[src/rtl/rx_handshake_ctrl_pkg.sv]
// Shared types and constants for the receive handshake controller.
package rx_handshake_ctrl_pkg;

    localparam int unsigned DATA_W  = 8;
    localparam int unsigned OVR_W   = 8;
    localparam int unsigned OVR_MAX = 255;

    typedef enum logic [1:0] {
        IDLE    = 2'd0,
        ACK_HI  = 2'd1,
        RELEASE = 2'd2
    } hs_state_e;

    // Saturating increment for the dropped-byte counter.
    function automatic logic [OVR_W-1:0] sat_inc(input logic [OVR_W-1:0] v);
        return (v == OVR_W'(OVR_MAX)) ? v : v + OVR_W'(1);
    endfunction

endpackage

[src/rtl/rx_handshake_ctrl_byte_fifo.sv]
// Synchronous byte FIFO; a push into a full FIFO is accepted only when a pop frees a slot in the same cycle.
module byte_fifo
    import rx_handshake_ctrl_pkg::*;
#(
    parameter int unsigned DEPTH = 4
) (
    input  logic                     clk,
    input  logic                     rst,
    input  logic                     push,
    input  logic                     pop,
    input  logic [DATA_W-1:0]        wdata,
    output logic [DATA_W-1:0]        rdata,
    output logic [$clog2(DEPTH):0]   level,
    output logic                     full,
    output logic                     empty
);

    localparam int unsigned AW = $clog2(DEPTH);
    localparam int unsigned LW = AW + 1;

    logic [DATA_W-1:0] mem [DEPTH];
    logic [AW-1:0]     wr_ptr;
    logic [AW-1:0]     rd_ptr;
    logic              do_pop_c;
    logic              do_push_c;

    assign do_pop_c  = pop && !empty;
    assign do_push_c = push && (!full || do_pop_c);
    assign rdata     = mem[rd_ptr];

    // Storage, pointers and occupancy; full/empty follow the level, not a pointer compare.
    always_ff @(posedge clk or posedge rst) begin
        if (rst) begin
            for (int i = 0; i < int'(DEPTH); i++) begin
                mem[i] <= '0;
            end
            wr_ptr <= '0;
            rd_ptr <= '0;
            level  <= '0;
            full   <= 1'b0;
            empty  <= 1'b1;
        end else begin
            if (do_push_c) begin
                mem[wr_ptr] <= wdata;
                wr_ptr      <= wr_ptr + AW'(1);
            end
            if (do_pop_c) begin
                rd_ptr <= rd_ptr + AW'(1);
            end
            unique case ({do_push_c, do_pop_c})
                2'b10: begin
                    level <= level + LW'(1);
                    empty <= 1'b0;
                    full  <= (level == LW'(DEPTH - 1));
                end
                2'b01: begin
                    level <= level - LW'(1);
                    full  <= 1'b0;
                    empty <= (level == LW'(1));
                end
                default: ;
            endcase
        end
    end

endmodule

[src/rtl/rx_handshake_ctrl.sv]
// Four-phase req/ack receiver handshake feeding a byte FIFO exposed as a valid/ready stream,
// with sticky overrun / handshake-timeout reporting.
module rx_handshake_ctrl
    import rx_handshake_ctrl_pkg::*;
#(
    parameter int unsigned DEPTH   = 4,
    parameter int unsigned TIMEOUT = 1023
) (
    input  logic                    clk,
    input  logic                    clr,
    input  logic                    rx_req,
    input  logic [DATA_W-1:0]       rx_data,
    output logic                    rx_ack,
    output logic                    out_valid,
    output logic [DATA_W-1:0]       out_data,
    input  logic                    out_ready,
    output logic [$clog2(DEPTH):0]  fifo_level,
    output logic                    overrun,
    output logic [OVR_W-1:0]        ovr_count,
    output logic                    hs_timeout,
    input  logic                    clear_err
);

    localparam int unsigned TW = $clog2(TIMEOUT + 1);

    hs_state_e         state;
    logic [TW-1:0]     to_cnt;
    logic              stale;
    logic              fifo_full;
    logic              fifo_empty;
    logic              pop_c;
    logic              capture_c;
    logic              room_c;
    logic              push_c;
    logic              drop_c;
    logic              timeout_c;

    assign out_valid = !fifo_empty;
    assign pop_c     = out_valid && out_ready;
    assign capture_c = (state == IDLE) && rx_req && !stale;
    assign room_c    = !fifo_full || pop_c;
    assign push_c    = capture_c && room_c;
    assign drop_c    = capture_c && !room_c;
    assign timeout_c = (state == ACK_HI) && rx_req && (to_cnt == TW'(TIMEOUT - 1));

    byte_fifo #(
        .DEPTH (DEPTH)
    ) u_fifo (
        .clk   (clk),
        .rst   (clr),
        .push  (push_c),
        .pop   (pop_c),
        .wdata (rx_data),
        .rdata (out_data),
        .level (fifo_level),
        .full  (fifo_full),
        .empty (fifo_empty)
    );

    // Handshake FSM with registered ack and the ACK_HI timeout counter.
    always_ff @(posedge clk or posedge clr) begin
        if (clr) begin
            state  <= IDLE;
            rx_ack <= 1'b0;
            to_cnt <= '0;
            stale  <= 1'b0;
        end else begin
            // A request held through an abort is the same byte; wait for it to drop first.
            if (!rx_req) begin
                stale <= 1'b0;
            end else if (timeout_c) begin
                stale <= 1'b1;
            end

            unique case (state)
                IDLE: begin
                    rx_ack <= 1'b0;
                    if (capture_c) begin
                        state  <= ACK_HI;
                        rx_ack <= 1'b1;
                        to_cnt <= '0;
                    end
                end
                ACK_HI: begin
                    if (!rx_req || timeout_c) begin
                        state  <= RELEASE;
                        rx_ack <= 1'b0;
                        to_cnt <= '0;
                    end else begin
                        to_cnt <= to_cnt + TW'(1);
                    end
                end
                RELEASE: begin
                    rx_ack <= 1'b0;
                    state  <= IDLE;
                end
                default: begin
                    rx_ack <= 1'b0;
                    state  <= IDLE;
                end
            endcase
        end
    end

    // Error flags: a same-cycle clear is applied before any new event.
    always_ff @(posedge clk or posedge clr) begin
        if (clr) begin
            overrun    <= 1'b0;
            ovr_count  <= '0;
            hs_timeout <= 1'b0;
        end else begin
            if (clear_err) begin
                overrun    <= 1'b0;
                ovr_count  <= '0;
                hs_timeout <= 1'b0;
            end
            if (drop_c) begin
                overrun   <= 1'b1;
                ovr_count <= clear_err ? OVR_W'(1) : sat_inc(ovr_count);
            end
            if (timeout_c) begin
                hs_timeout <= 1'b1;
            end
        end
    end

endmodule

[config.mk]
export PLATFORM = sky130hd
export DESIGN_NAME = rx_handshake_ctrl
export DESIGN_NICKNAME = d
export VERILOG_FILES = /design/src/rtl/rx_handshake_ctrl_pkg.sv /design/src/rtl/rx_handshake_ctrl_byte_fifo.sv /design/src/rtl/rx_handshake_ctrl.sv
export SDC_FILE = /design/constraint.sdc
export NUM_CORES = 1
export LEC_CHECK = 0
export ABC_AREA = 1
export CAP_MARGIN = 20
export CORE_MARGIN = 3
export CORE_UTILIZATION = 68
export DETAILED_ROUTE_END_ITERATION = 7
export DONT_BUFFER_PORTS = 1
export PLACE_DENSITY = 0.94
export SYNTH_ARGS = -nofsm -noshare
export SYNTH_HDL_FRONTEND = slang
export SYNTH_SLANG_ARGS = --single-unit
[constraint.sdc]
create_clock -name clk -period 3.1 [get_ports clk]
set_clock_uncertainty 0.15 [all_clocks]
set_input_delay 0 -clock clk [delete_from_list [all_inputs] [get_ports clk]]
set_output_delay 0 -clock clk [all_outputs]
set_load 0.1 [all_outputs]
# Yosys cells after proc, flatten, opt, wreduce, memory -nomap -nowiden
# Cells that the tools add are included.
# totals
regBits	65
in_bits	13
output_inout_bits	23
elab_cells	91
# op_classes
n_addsub	6
n_lt_le_gt_ge	3
eq_ne	11
muxes	27
n_bitwise	2
reduce_logical	26
# ops
operator	count
$mux 8	7
$bwmux 32	1
$mux 10	2
$pmux 10 s2	1
$bmux 8 s2	1
$demux 8 s2	1
$add 10x1->10 const B	1
$eq 10x10->1 const B	1
$logic_and 1x1->1	10
$add 8x1->8 const B	1
$eq 8x8->1 const B	1
$reduce_bool 2->1	4
$mux 1	7
$ge 3x3->1 const B	2
$not 2->3	2
$pmux 1 s2	3
$pmux 3 s2	1
$reduce_and 2->1	3
$logic_not 1->1	5
$add 2x1->2 const B	2
$eq 2x1->1 const B	2
$mux 2	2
$ne 2x1->1 const B	2
$ne 2x2->1 const B	2
9 further kinds	11

# Depth between registers and ports, before layout
# logic_depth
word_depth	7
depth_mapped	9
ltp_nobuf	9

# Modules after synthesis
# Synthesis repeated with hierarchy kept, for this count alone.
# hier_totals
cells_unflattened	424
area_unflattened_um2	3549.7
# modules_own_cells
module	n_inst	cells_per_inst	area_per_inst_um2	seq_area_each_um2
byte_fifo	1	253	2178.3	1027.2
rx_handshake_ctrl	1	171	1371.3	600.6

# Worst setup path after synthesis
# No wires, ideal clock.
# synth_timing
path_kind	register to output
from	register u_fifo.rd_ptr[0]
to	output out_data[5]
arrival_time_ns	2.493
required_time_ns	2.950
path_slack_ns	0.457
path_stages_with_launch	6
path_buffers	2
path_cell_list	dfrtp_1 -> clkbuf_1 -> inv_1 -> clkbuf_1 -> o21ai_0 -> o22ai_1
# synth_between
elab_chain_len	4
# synth_rtl
element	line_no	text
from (decl)	rx_handshake_ctrl_byte_fifo.sv:23	logic [AW-1:0] rd_ptr;
from (signal assigned)	rx_handshake_ctrl_byte_fifo.sv:48	rd_ptr <= rd_ptr + AW'(1);
$not 2->3 (implied by the code)	rx_handshake_ctrl_byte_fifo.sv:29	assign rdata = mem[rd_ptr];
$bmux 8 s2	rx_handshake_ctrl_byte_fifo.sv:29	
$mux 8 (implied by the code) (2 in a row)	rx_handshake_ctrl_byte_fifo.sv:29	
to (decl)	rx_handshake_ctrl.sv:15	output logic [DATA_W-1:0] out_data,
# Every way passes these cells. The select of a mux whose other input is x is not followed.

# Worst setup path after layout
# layout_timing
from	register ovr_count[0]
to	register ovr_count[5]
# layout_between
elab_chain_len	4
elab_cells_between_ends	7
cone_classes	1 x add/sub; 2 x eq/ne; 3 x mux; 1 x reduce/logical
# layout_rtl
element	line_no	text
from (decl)	rx_handshake_ctrl.sv:19	output logic [OVR_W-1:0] ovr_count,
from (signal assigned)	rx_handshake_ctrl.sv:119	ovr_count <= clear_err ? OVR_W'(1) : sat_inc(ovr_count);
$add 8x1->8	rx_handshake_ctrl_pkg.sv:16	return (v == OVR_W'(OVR_MAX)) ? v : v + OVR_W'(1);
$mux 8	rx_handshake_ctrl_pkg.sv:16	
$mux 8	rx_handshake_ctrl.sv:119	
$mux 8	rx_handshake_ctrl.sv:117	if (drop_c) begin
# Several ways; a longest one is shown, not always the timed one. The select of a mux whose other input is x is not followed.
# A chain may end at the register's enable or synchronous reset.

==> impl_metrics.json <==
{
  "initial_core_util": 0.7262,
  "rsz0062_at_grt": "no",
  "synth_seq_cells": 65,
  "yosys.area_share.xor_xnor": 0.02965,
  "antenna_found_initial": 0,
  "io_pins": 36,
  "slew_violations": 0,
  "multi_input_area_um2": 1465,
  "wl_per_cell_um": 16.56,
  "grt-ovfl-total": 0,
  "vias": 2844,
  "ys_seq_area_frac": 0.5010,
  "min_period_ps": 2526,
  "r2r_cells": 10,
  "irDropWorstVdd_mv": 0.7937,
  "worstPathMaxFanout": 6,
  "r2r-end": "ovr_count[5]",
  "synth_warnings": 0,
  "clk_latency_ps": 330,
  "antenna_left": 0,
  "critical_path_class": "flop to flop",
  "yosysTopAreaCell": "dfrtp_1",
  "max_freq_mhz": 395.9,
  "die_w_um": 75.13,
  "fp.dieH_um": 75.13,
  "synth_cell_type_count": 26,
  "hold_slack_ps": 174.6,
  "worstSetupEndpointType": "flop",
  "pwr-share-clk": 0.153,
  "grt_max_degree": 46,
  "htree_levels": 3,
  "first_global_vias": 2746,
  "leakage_nw": 1.901,
  "cts_setup_buffers": 0,
  "hpwl_um": 4747,
  "drt_wl_total_um": 7751,
  "yosysTopAreaCellShare": 0.4929,
  "postSynthCellCount": 376,
  "p_int_mw": 1.977,
  "cts_tree": "done",
  "seq_area_um2": 1628,
  "hp-class": "input pin to async pin",
  "clkTransAtPathRegs_ps": 60,
  "slew_headroom": 0.3256,
  "synth_compound_area_frac": 0.1425,
  "final-setup-viol-count": 0,
  "io_buffers": 0,
  "outcome": "complete, no violations",
  "grt_usage": 0.2982,
  "areaGrowthSynthToFinish_pct": 15.56,
  "die_area_um2": 5644,
  "gp_congestion": 0.8333,
  "vias_per_cell": 6.077,
  "fin_nets": 438,
  "cts_root_buffer": "clkbuf_8",
  "num_rows": 24,
  "drcViolationCount": 0,
  "drt-initial-drc-count": 385,
  "drive_gt1_frac": 0.1611,
  "postSynthAreaPerCell_um2": 8.642,
  "power_density_nw_per_um2": 1091,
  "arrival_ps": 2600,
  "synth_adder_area_share": 0.04621,
  "reg2reg_slack_ps": 570,
  "synth_top_family_by_area": "simple AND/OR/NAND/NOR gates",
  "critPathLaunchType": "flop",
  "synth_fp_nets": 401,
  "switchingPower_mw": 2.120,
  "synth.area.mux_share": 0,
  "required_ps": 3170,
  "worst_slew_pin_slew_ps": 1012,
  "nFillCells": 245,
  "tns_ps": 0,
  "coreArea_um2": 4474,
  "antennaDiodeCount": 0,
  "grt_pass1_wl_um": 12660,
  "cts_buffer_depth": 2,
  "syn_area_um2": 3249,
  "drv_cap": 0,
  "combPwrFrac": 0.501,
  "cts_buffers": 9,
  "cts.sinks": 65,
  "synthTopCellsByArea": "dfrtp_1, nand2_1, ha_1",
  "period_share": 0.8149,
  "r2r-start": "ovr_count[0]",
  "sequentialPowerShare": 0.347,
  "switching_share": 0.5175,
  "drt-pass1-iter-count": 5,
  "synthSimpleGateAreaFrac": 0.2172,
  "hold_viol": 0
}
-- layer usage --
layer | track usage | vias up | routed length, um
met5 | 0 | - | 0
met4 | 0.1304 | 0 | 213
met3 | 0.06676 | 36 | 554
met2 | 0.4990 | 157 | 3844
met1 | 0.3713 | 1359 | 3138
li1 | - | 1292 | -
-- power groups by stage --
stage | clock network, mW | logic [mW] | registers [mW]
after global placement | 0 | 1.94 | 1.40
after CTS | 0.630 | 2.04 | 1.41
after floorplan | 0 | 1.52 | 1.44
after detailed placement | 0 | 2.01 | 1.42
after global routing | 0.663 | 2.18 | 1.45
final | 0.626 | 2.05 | 1.42
-- critical path, cell delays in order, from the launching register on --
cell and delay, ps:
dfrtp_1 320, buf_4 310, ha_1 250, nand2_1 110
nor2_1 190, nand3_1 120, nand2_1 90, nand2_1 150
nand3_1 130, dlygate4sd3_1 560, nand2_1 50
-- worst max path at each step --
stage / from / to / slack [ps] / depth (start not counted)
floorplan: u_fifo.rd_ptr[0] / out_data[5] / 460 / 5
global placement: state[0] / u_fifo.level[2] / 1070 / 8
detailed placement: state[0] / u_fifo.level[2] / 940 / 8
CTS: ovr_count[0] / ovr_count[5] / 650 / 10
global route: ovr_count[0] / ovr_count[5] / 480 / 10
finish: ovr_count[0] / ovr_count[5] / 570 / 10
-- cell type report --
| cell class | count | share of cell area |
|---|---|---|
| Sequential cell | 65 | 0.4335 |
| Multi-Input combinational cell | 264 | 0.3902 |
| Timing Repair Buffer | 34 | 0.07664 |
| Clock buffer | 14 | 0.04332 |
| Inverter | 39 | 0.03899 |
| Tap cell | 52 | 0.01733 |
-- cell families (layout without fill, tap and decap cells) --
| logic type | count (synthesis) | in the layout |
|---|---|---|
| AOI/OAI and AO/OA | 74 | 74 |
| and+or+nand+nor | 167 | 167 |
| xor gates and xnor gates | 11 | 11 |
| buffers and inverters | 47 | 87 |
| DFF | 65 | 65 |
| adders and majority gates | 12 | 12 |
-- synthesized netlist by cell type --
master	instances
nand2_1	102
nand3_2	1
inv_1	39
xnor2_1	5
o2111ai_1	1
dfstp_2	1
nand2_4	4
o22ai_1	10
nand4_1	7
xor2_1	6
o21ai_2	16
a21oi_4	1
o21bai_1	1
o21ai_1	16
or2_2	1
o21ai_0	27
nor2_1	36
nor2_2	1
clkbuf_1	4
o21a_1	1
a21oi_1	1
ha_1	12
nand3_1	14
dfrtp_1	64
buf_6	4
nand2_2	1
-- flip-flops by register name, indices dropped and copies added (netlist names), 2 cells and up --
name	cells
u_fifo.level	3
u_fifo.mem	32
state	2
ovr_count	8
u_fifo.wr_ptr	2
u_fifo.rd_ptr	2
to_cnt	10
-- per-stage QoR --
step / power, mW / cell area (um^2) / cells / utilization / setup WS (ps)
after floorplan: 2.959 / 3249 / 376 / - / 457.1
after global placement: 3.339 / 3462 / 441 / 0.7738 / 1071
after detailed placement: 3.425 / 3462 / 441 / 0.7738 / 940.4
after CTS: 4.075 / 3755 / 468 / 0.8392 / 650.0
after global routing: 4.292 / 3755 / 468 / 0.8392 / 484.9
final: 4.097 / 3755 / 468 / 0.8392 / 574.0
-- placed cells by master, fill, tap and decap left out, drive strengths merged, types with 5 or more instances in the layout --
master and n:
buf 21, clkbuf 14, dfrtp 64, dlygate4sd3 13, ha 12, inv 39
nand2 107, nand3 15, nand4 7, nor2 37, o21ai 59, o22ai 10
xnor2 5, xor2 6
-- repair_timing --
action,in CTS,in global routing
hold buffers,13,0
gates resized for setup,0,0
endpoints found under the hold margin,103,0
Note: power is estimated with default switching activity, not from simulation.
